## src/rtl/acsi_pkg.sv

```systemverilog
// acsi_pkg: shared constants, assembler state type and opcode length decode for the ACSI command queue
package acsi_pkg;
    localparam logic [4:0] ICD_ESC = 5'h1F;
    localparam int STATUS_SEL_HEAD_INFO = 16;
    localparam int STATUS_SEL_QSTAT = 17;

    typedef enum logic {IDLE, COLLECT} asm_state_t;

    // Command length is fixed by the opcode group in bits [7:5].
    function automatic logic [4:0] cmd_len(input logic [7:0] op);
        return op[7:5] == 3'd0 ? 5'd6
             : (op[7:5] == 3'd1 || op[7:5] == 3'd2) ? 5'd10
             : op[7:5] == 3'd4 ? 5'd16
             : op[7:5] == 3'd5 ? 5'd12
             : 5'd6;
    endfunction
endpackage

```

## src/rtl/acsi_cmd_fifo.sv

```systemverilog
// acsi_cmd_fifo: queue of completed ACSI commands (target, length, bytes) with head readout
// Ports: clk, reset (async, active high); push with push_target/push_len/push_bytes;
// pop drops the head; full/empty/count status; head_target/head_len/head_bytes show the head.
module acsi_cmd_fifo #(
    parameter int DEPTH = 2,
    parameter int NB = 16
) (
    input  logic            clk,
    input  logic            reset,
    input  logic            push,
    input  logic            pop,
    input  logic [2:0]      push_target,
    input  logic [4:0]      push_len,
    input  logic [NB*8-1:0] push_bytes,
    output logic            full,
    output logic            empty,
    output logic [3:0]      count,
    output logic [2:0]      head_target,
    output logic [4:0]      head_len,
    output logic [NB*8-1:0] head_bytes
);
    localparam int AW = DEPTH > 1 ? $clog2(DEPTH) : 1;

    logic [2:0]      tq [DEPTH];
    logic [4:0]      lq [DEPTH];
    logic [NB*8-1:0] bq [DEPTH];
    logic [AW-1:0]   wp, rp;

    assign full = count == 4'(DEPTH);
    assign empty = count == 4'd0;
    assign head_target = tq[rp];
    assign head_len = lq[rp];
    assign head_bytes = bq[rp];

    always_ff @(posedge clk or posedge reset) begin
        if (reset) begin
            wp <= '0;
            rp <= '0;
            count <= 4'd0;
        end else begin
            if (push) wp <= wp == AW'(DEPTH - 1) ? '0 : wp + 1'b1;
            if (pop) rp <= rp == AW'(DEPTH - 1) ? '0 : rp + 1'b1;
            count <= count + 4'(push) - 4'(pop);
        end
    end

    always_ff @(posedge clk) begin
        if (push) begin
            tq[wp] <= push_target;
            lq[wp] <= push_len;
            bq[wp] <= push_bytes;
        end
    end
endmodule

```

## src/rtl/acsi_cmd_queue.sv

```systemverilog
// acsi_cmd_queue: ACSI command assembler with per-target enables, inter-byte timeout and a completed-command queue
// Ports: clk, reset (async, active high); enable per target; dma_ack/dma_nak drain the queue head;
// dma_status is returned on cpu_dout; status_sel/status_byte read head bytes, head info and queue status;
// cpu_addr/cpu_sel/cpu_rw/cpu_din form the CPU bus; irq goes to the MFP; busy = queue non-empty.
module acsi_cmd_queue
    import acsi_pkg::*;
#(
    parameter int NUM_TARGETS = 8,
    parameter int MAX_CMD_BYTES = 16,
    parameter int QUEUE_DEPTH = 2,
    parameter int TIMEOUT_CYCLES = 65535
) (
    input  logic                   clk,
    input  logic                   reset,
    input  logic [NUM_TARGETS-1:0] enable,
    input  logic                   dma_ack,
    input  logic                   dma_nak,
    input  logic [7:0]             dma_status,
    input  logic [4:0]             status_sel,
    output logic [7:0]             status_byte,
    input  logic [1:0]             cpu_addr,
    input  logic                   cpu_sel,
    input  logic                   cpu_rw,
    input  logic [7:0]             cpu_din,
    output logic [7:0]             cpu_dout,
    output logic                   irq,
    output logic                   busy
);
    localparam int TW = $clog2(TIMEOUT_CYCLES + 1);

    asm_state_t                 state;
    logic [2:0]                 target, head_target;
    logic [4:0]                 idx, len_r, cur_len, head_len;
    logic                       rej_r, cur_rej;
    logic [MAX_CMD_BYTES*8-1:0] cmd_bytes, push_bytes, head_bytes;
    logic [TW-1:0]              timer;
    logic [7:0]                 en8;
    logic [3:0]                 count;
    logic overflow, tout_seen, full, empty, push, pop;
    logic wr, wr_first, wr_next, is_final, accept, irq_set, tout, stat_clr;
    logic unused_addr;

    assign unused_addr = cpu_addr[1];
    assign en8 = 8'(enable);
    assign wr = cpu_sel && !cpu_rw;
    assign wr_first = wr && !cpu_addr[0];
    assign wr_next = wr && cpu_addr[0] && state == COLLECT;
    // Index 0 is only reached after an ICD escape: that byte is the opcode and fixes the length.
    assign cur_len = idx == 5'd0 ? cmd_len(cpu_din) : len_r;
    assign cur_rej = idx == 5'd0 ? cur_len > 5'(MAX_CMD_BYTES) : rej_r;
    assign is_final = idx == cur_len - 5'd1;
    assign accept = wr_next && is_final && en8[target] && !cur_rej;
    assign pop = (dma_ack || dma_nak) && !empty;
    assign push = accept && (!full || pop);
    assign irq_set = (wr_first && en8[cpu_din[7:5]])
                  || (wr_next && !is_final && en8[target] && !cur_rej)
                  || (dma_ack && !empty);
    assign tout = state == COLLECT && !wr && timer == TW'(TIMEOUT_CYCLES);
    assign stat_clr = dma_nak && empty && status_sel == 5'(STATUS_SEL_QSTAT);
    assign busy = !empty;
    assign cpu_dout = dma_status;

    always_comb begin
        push_bytes = cmd_bytes;
        if (int'(idx) < MAX_CMD_BYTES) push_bytes[{idx[3:0], 3'b000} +: 8] = cpu_din;
    end

    assign status_byte = status_sel == 5'(STATUS_SEL_QSTAT) ? {count, 1'b0, tout_seen, overflow, busy}
                       : empty ? 8'h00
                       : status_sel == 5'(STATUS_SEL_HEAD_INFO) ? {head_target, head_len - 5'd1}
                       : int'(status_sel) < MAX_CMD_BYTES ? head_bytes[{status_sel[3:0], 3'b000} +: 8]
                       : 8'h00;

    always_ff @(posedge clk or posedge reset) begin
        if (reset) begin
            state <= IDLE;
            target <= 3'd0;
            idx <= 5'd0;
            len_r <= 5'd0;
            rej_r <= 1'b0;
            cmd_bytes <= '0;
            timer <= '0;
            irq <= 1'b0;
            overflow <= 1'b0;
            tout_seen <= 1'b0;
        end else begin
            timer <= (wr || state == IDLE) ? '0 : timer + 1'b1;
            if (wr_first) begin
                state <= COLLECT;
                target <= cpu_din[7:5];
                idx <= cpu_din[4:0] == ICD_ESC ? 5'd0 : 5'd1;
                len_r <= cmd_len({3'b000, cpu_din[4:0]});
                rej_r <= 1'b0;
                cmd_bytes[7:0] <= {3'b000, cpu_din[4:0]};
            end else if (wr_next) begin
                cmd_bytes <= push_bytes;
                idx <= idx + 5'd1;
                len_r <= cur_len;
                rej_r <= cur_rej;
                if (is_final) state <= IDLE;
            end else if (tout) begin
                state <= IDLE;
            end
            if (irq_set) irq <= 1'b1;
            else if (cpu_sel) irq <= 1'b0;
            if (accept && full && !pop) overflow <= 1'b1;
            else if (stat_clr) overflow <= 1'b0;
            if (tout) tout_seen <= 1'b1;
            else if (stat_clr) tout_seen <= 1'b0;
        end
    end

    acsi_cmd_fifo #(.DEPTH(QUEUE_DEPTH), .NB(MAX_CMD_BYTES)) u_fifo (
        .clk         (clk),
        .reset       (reset),
        .push        (push),
        .pop         (pop),
        .push_target (target),
        .push_len    (cur_len),
        .push_bytes  (push_bytes),
        .full        (full),
        .empty       (empty),
        .count       (count),
        .head_target (head_target),
        .head_len    (head_len),
        .head_bytes  (head_bytes)
    );
endmodule

```

## config.mk

```make
export PLATFORM = sky130hd
export DESIGN_NAME = acsi_cmd_queue
export DESIGN_NICKNAME = d
export VERILOG_FILES = /design/src/rtl/acsi_pkg.sv /design/src/rtl/acsi_cmd_fifo.sv /design/src/rtl/acsi_cmd_queue.sv
export SDC_FILE = /design/constraint.sdc
export NUM_CORES = 1
export LEC_CHECK = 0
export BUFFER_PORTS_ARGS = -buffer_cell sky130_fd_sc_hd__buf_2
export CAP_MARGIN = 20
export CORE_MARGIN = 2
export CORE_UTILIZATION = 38
export CTS_CLUSTER_DIAMETER = 60
export DETAILED_ROUTE_END_ITERATION = 10
export GPL_TIMING_DRIVEN = 0
export PLACE_DENSITY = 0.53
export SYNTH_ARGS = -nofsm -noshare
export SYNTH_HDL_FRONTEND = slang
export SYNTH_SLANG_ARGS = --single-unit
```

## constraint.sdc

```tcl
create_clock -name clk -period 20.5 [get_ports clk]
set_clock_uncertainty 0.15 [all_clocks]
set_input_delay 4.1 -clock clk [delete_from_list [all_inputs] [get_ports clk]]
set_output_delay 4.1 -clock clk [all_outputs]
set_load 0.05 [all_outputs]
```

After elaboration in Yosys (flattened, before gate mapping). Memory sizes are Yosys's and may differ from the RTL's. Index checks and enable logic that the tools add are counted. W data, S select, Z words.

Add/subtract/negate cells: 9. Magnitude comparators: 5. Equality and inequality tests: 11. Shift operators: 3. Muxes and demuxes: 39. Bitwise operators: 2. Reductions and logical operators: 44.

Operator list (number): $bwmux W128 (1); $mux W128 (1); $shift A8 B9 Y128 const A (1); $shiftx A128 B8 Y8 (1); $shiftx A8 B9 Y128 (1); $mux W8 (6); $mux W5 (8); $logic_and A1 B1 Y1 (20); $mux W1 (19); $add A16 B1 Y16 const B (1); $eq A16 B16 Y1 const B (1); $mux W16 (1); $eq A5 B5 Y1 const B (3); $lt A5 B5 Y1 const B (2); $sub A5 B1 Y5 const B (2); $neg A7 Y9 (1); $logic_not A1 Y1 (8); $lt A3 B4 Y1 const B (2); $reduce_bool A2 Y1 (4); $bmux W1 S3 (2); $eq A3 B3 Y1 const B (2); $logic_or A1 B1 Y1 (6); $add A5 B1 Y5 const B (1); $eq A5 B5 Y1 (1); other kinds (15) (18).

Register bits: 168. RAM bits: 272. Logic and storage cells: 130. Memories: 3.

Memories: u_fifo.bq (depth 2, width 128, read ports 1, clocked after memory_dff 0, wr ports 1, RTL line acsi_cmd_fifo.sv:26) `logic [NB*8-1:0] bq [DEPTH];`; u_fifo.lq (depth 2, width 5, read ports 1, clocked after memory_dff 0, wr ports 1, RTL line acsi_cmd_fifo.sv:25) `logic [4:0] lq [DEPTH];`; u_fifo.tq (depth 2, width 3, read ports 1, clocked after memory_dff 0, wr ports 1, RTL line acsi_cmd_fifo.sv:24) `logic [2:0] tq [DEPTH];`.

Longest topological paths before layout.
Word-level depth: 15. Depth in mapped cells: 16. Mapped depth without buffers: 14.

Hierarchy. A second synthesis with hierarchy kept.

Cells, all modules: 1429. Area, all modules: 20332.0 µm².

By module, submodules not included: acsi_cmd_fifo (times used 1, cells an instance 454, area an instance 10232.3 µm², seq. area each 8318.0 µm²); acsi_cmd_queue (times used 1, cells an instance 975, area an instance 10099.7 µm², seq. area each 4053.9 µm²).

Least setup slack after synthesis. OpenSTA, ideal clock, no wires.

Path type: in2reg. From: input port cpu_din[7]. To: memory u_fifo.bq[0][0] (netlist name) (enable). Setup time: 965 ps. Arrival: 18559 ps. Data required time: 19385 ps. Setup slack: 826 ps. Stages on the path: 9. Path buffers: 1. Cell sequence: clkbuf_1 nand2b_1 mux2i_1 ha_1 nor3b_1 xnor2_1 mux2i_1 o211ai_2 nor4_1.

Word-level cells in the longest chain between the ends: 14. Elaborated cells on any way between the ends: 22.

Ends and longest elaborated chain: start, declared (RTL line acsi_cmd_queue.sv:24) `input logic [7:0] cpu_din,`; $eq A3 B3 Y1 (RTL line acsi_pkg.sv:14) `: op[7:5] == 3'd5 ? 5'd12`; $mux W4 (RTL line acsi_pkg.sv:14); $mux W5 (RTL line acsi_pkg.sv:13) `: op[7:5] == 3'd4 ? 5'd16`; $mux W5 (RTL line acsi_pkg.sv:12) `: (op[7:5] == 3'd1 || op[7:5] == 3'd2) ? 5'd10`; $mux W5 * (RTL line acsi_pkg.sv:11) `return op[7:5] == 3'd0 ? 5'd6`; $mux W5 * (RTL line acsi_cmd_queue.sv:49) `assign cur_len = idx == 5'd0 ? cmd_len(cpu_din) : len_r;`; $sub A5 B1 Y5 (RTL line acsi_cmd_queue.sv:51) `assign is_final = idx == cur_len - 5'd1;`; $eq A5 B5 Y1 (RTL line acsi_cmd_queue.sv:51); $logic_and A1 B1 Y1 (2 in series) (RTL line acsi_cmd_queue.sv:52) `assign accept = wr_next && is_final && en8[target] && !cur_rej;`; $logic_and A1 B1 Y1 * (RTL line acsi_cmd_queue.sv:52); $logic_and A1 B1 Y1 * (RTL line acsi_cmd_queue.sv:54) `assign push = accept && (!full || pop);`; $mux W1 * (RTL line acsi_cmd_fifo.sv:48) `if (push) begin`; $mux W1 (implied by the code) * (RTL line acsi_cmd_fifo.sv:51) `bq[wp] <= push_bytes;`; end, declared (RTL line acsi_cmd_fifo.sv:26).

Every way passes the cells marked *; elsewhere a longest branch is shown, timed or not.

Worst setup path in the final report.
From: input port status_sel[0]. To: output port status_byte[7].

Word-level cells in the longest chain between the ends: 5. Elaborated cells on any way between the ends: 8.

Ends and longest elaborated chain: start, declared (RTL line acsi_cmd_queue.sv:19) `input logic [4:0] status_sel,`; $shiftx A128 B8 Y8 / $lt A5 B5 Y1 (equally long branches) (RTL line acsi_cmd_queue.sv:71) `: int'(status_sel) < MAX_CMD_BYTES ? head_bytes[{status_sel[3:0], 3'b000} +: 8]`; $mux W8 (RTL line acsi_cmd_queue.sv:71); $mux W8 (RTL line acsi_cmd_queue.sv:70) `: status_sel == 5'(STATUS_SEL_HEAD_INFO) ? {head_target, head_len - 5'd1}`; $mux W8 (RTL line acsi_cmd_queue.sv:69) `: empty ? 8'h00`; $mux W8 * (RTL line acsi_cmd_queue.sv:68) `assign status_byte = status_sel == 5'(STATUS_SEL_QSTAT) ? {count, 1'b0, tout_seen, overflow, busy}`; end, declared (RTL line acsi_cmd_queue.sv:20) `output logic [7:0] status_byte,`.

Marked as above.

==> impl_metrics.csv <==
group,metric,value,unit
logic_synthesis,synth-simple-area-share,8.50,%
logic_synthesis,synth_area,19700,sq um
placement,placed_area,21000,sq um
final_layout,stdcell_area,22600,sq um
logic_synthesis,synth_seq_area_share,62.8,%
logic_synthesis,netlist_instances,1377,
routing,dr.pass1.iters,5,
pwr,p_total,2.65,mW
timing,fin_tns_setup,0,ns
clock_network,cts_htree_levels,2,
timing,worst_slew_pin_slew,1.13,ns
critical_path,r2r_cells,18,
routing,postRouteAntennaNets,0,
critical_path,cp-end-kind,"primary output",
pwr,ir_worst_vdd,0.0551,mV
clock_network,cts-resized-gates,0,
clock_network,ctsLongestPathBuffers,3,
placement,port_buffers,41,
logic_synthesis,yosys-top-cells-area,"edfxtp_1, dfrtp_1, mux2_2",
final_layout,area_growth,14.8,%
die,boundaryPins,55,
critical_path,setup.worst_path.start,"status_sel[0]",
logic_synthesis,synth.largest_area_cell,"edfxtp_1",
clock_network,cts_buffers,48,
global_route,grt_pass1_wl,79400,um
logic_synthesis,yosysTopAreaCellShare,41.5,%
critical_path,worst-path-stages,7,
timing,min_period,11.44,ns
final_layout,drive_gt1_share,27.8,%
critical_path,crit_chain,"clkbuf_1, clkbuf_1, mux4_2, mux2_2, o22ai_1, o21ai_0, buf_2",
die,die_x,232,um
global_route,antenna_found_initial,0,
global_route,grt.overflow.total,0,
logic_synthesis,synth_compound_gate_area_share,5.20,%
clock_network,cts_sinks,440,
min_path,hp-class,"flop to flop",
critical_path,cp.arrival,7.19,ns
critical_path,critPathTopFamily,"buffers and inverters",
routing,routed_wl,53700,um
critical_path,cp_max_fo,10,
routing,drcViolationCount,0,
final_layout,seq_area,12400,sq um
die,die_y,232,um
timing,maxSlewHeadroom,24.4,%
timing,slew_violations,0,
critical_path,crit_slowest_cell,"clkbuf_1",
run_status,status,"complete, no violations",
critical_path,critPathKind,"input port to primary output",
logic_synthesis,synth_adder_area_share,0.864,%
logic_synthesis,async_flop_share,38.2,%
job,cap_violations,0,
clock_network,clockRootBuffer,"clkbuf_16",
critical_path,ff2ff_setup_slack,14.90,ns
final_layout,multiInputGateArea,6830,sq um
timing,hold_viol,0,
die,rows,83,
logic_synthesis,synthMuxAreaShare,18.7,%
final_layout,final_nets,1542,
logic_synthesis,synth_top_flop_cell,"edfxtp_1",
logic_synthesis,synth.most_common_cell,"edfxtp_1",
logic_synthesis,synth_xor_area_share,1.38,%
critical_path,setup.worst_path.end,"status_byte[7]",
critical_path,required,16.25,ns
logic_synthesis,ys_top_cells_by_count,"edfxtp_1, nand2_1, dfrtp_1, mux2_2, o21ai_0",
timing,setup_violations,0,
critical_path,rr_startpoint,"idx[1]",
timing,rsz0062_at_grt,"no",
routing,vias,11900,
critical_path,critPathLaunchType,"input port",
global_route,grt_pass1_vias,11900,
critical_path,crit_top_cell,"clkbuf_1",
logic_synthesis,ys_ff_latch,440,
critical_path,reg2reg_to,"u_fifo.bq[0][106]",
placement,place_congestion,0.862,
global_route,grt_max_degree,96,
routing,drt-vias-per-instance,5.40,
pwr,powerDensity,117,nW/um^2
clock_network,path_clk_slew,0.06,ns
logic_synthesis,synth-edff-count,272,
die,die_area,53700,sq um
die,core_area,51300,sq um
die,start_util,38.4,%
clock_network,cts_tree,"yes",
logic_synthesis,yosys_warnings,0,
final_layout,fillers,4722,
timing,fin_crit_sh,55.8,%
logic_synthesis,synth_top_family_by_area,"multiplexers",
clock_network,hold_buffers,0,
placement,hpwlAfterDp,38400,um
pwr,p_leak,8.67,nW
logic_synthesis,syn_nets,1427,
clock_network,postCtsSetupBuffers,0,
timing,fmax,0.0874,GHz
min_path,holdPathStages,1,
routing,drtIter0Drc,1083,
logic_synthesis,netlist-cell-type-count,67,
routing,wire_per_inst,24.3,um
global_route,grt_usage,20.3,%
critical_path,slowest_delay,0.83,ns
clock_network,insertion_delay,0.58,ns
critical_path,path_buf_inv,3,
logic_synthesis,syn_area_per_cell,14.3,sq um
## cells by family (layout without fill, tap and decap cells)
kind of cell | after synthesis | in the layout
AO/OA/AOI/OAI | 170 | 170
flip-flops | 440 | 440
multiplexers | 261 | 261
adder cells (fa/ha/maj) | 13 | 13
other | 0 | 2
XOR/XNOR | 31 | 31
AND/OR/NAND/NOR | 356 | 356
buffers and inverters | 106 | 259
## per-layer routing
layer,vias to the layer above,GRT usage [%],wire (um)
li1,5351,-,-
met1,6209,29.7,24800
met2,311,32.1,25300
met3,68,3.10,2620
met4,0,4.41,1020
met5,-,0,0
## how the worst min path moves through the flow
stage,end,startpoint,slack (ns)
after floorplan,timer[0],timer[0],0.28
after global placement,timer[0],timer[0],0.29
after detailed placement,timer[0],timer[0],0.30
after CTS,timer[0],timer[0],0.31
after global routing,timer[0],timer[0],0.32
final,timer[0],timer[0],0.31
## per-stage QoR
stage	hold slack, ns	worst slack, ns	std cells	util, %
after floorplan	0.283	0.826	1377	-
after global placement	0.294	-9.09	2098	40.5
after detailed placement	0.305	9.02	2122	41.0
after CTS	0.312	9.02	2210	44.1
after global routing	0.323	8.91	2210	44.1
final	0.306	9.06	2212	44.1
## state kept, by name (all words and copies together), names as in the netlist
register,count
rej_r,1
u_fifo.bq,256
state,1
timer,16
u_fifo.lq,10
len_r,5
tout_seen,1
u_fifo.wp,1
cmd_bytes,128
u_fifo.count,4
u_fifo.rp,1
overflow,1
target,3
idx,5
irq,1
u_fifo.tq,6
## power by group
part | total, mW | leakage, nW | switching, mW | internal (mW)
clock | 0.875 | 0.778 | 0.350 | 0.525
combinational | 0.693 | 3.21 | 0.432 | 0.261
sequential | 1.08 | 4.68 | 0.0377 | 1.04
## worst register-to-register path: cells and delay by family, from the launching register on
kind,cells,cell delay (ns)
buffers and inverters,9,1.89
and+or+nand+nor,3,1.29
muxes,2,0.66
adders and majority gates,2,0.52
DFF,1,0.39
AOI/OAI and AO/OA,1,0.21
xor gates and xnor gates,1,0.17
## placed cells by master (no fill, tap or decap), types with 3 or more instances in the layout
cell,instances
clkbuf_16,49
nand4_1,5
o22ai_1,9
or2_2,3
xnor2_1,11
mux2_1,9
and3_1,16
xor2_1,20
mux2_2,168
mux4_2,68
ha_1,12
nor2b_1,8
clkbuf_1,64
mux2i_1,16
nand2b_1,8
and2_1,14
buf_6,5
nor3b_1,6
a21oi_1,9
clkbuf_8,7
dfrtp_1,168
inv_1,14
nand2_1,189
bufinv_16,5
o21ai_0,103
clkinv_2,6
buf_1,4
o21ai_1,3
a21o_1,9
nand3_1,17
nor3_1,18
edfxtp_1,272
nor2_1,50
clkinv_1,7
o31ai_1,10
buf_2,56
o211ai_1,4
buf_4,35
## final cells by class
cell class	instances	area share, %
antenna	2	0.0221
buffer	91	1.97
clock buffer	68	6.05
clock inverter	20	0.985
inverter	15	0.282
multi-input combinational	831	30.2
sequential	440	54.7
tap	680	3.76
timing repair buffer	65	2.02
(Power assumes the default switching activity.)
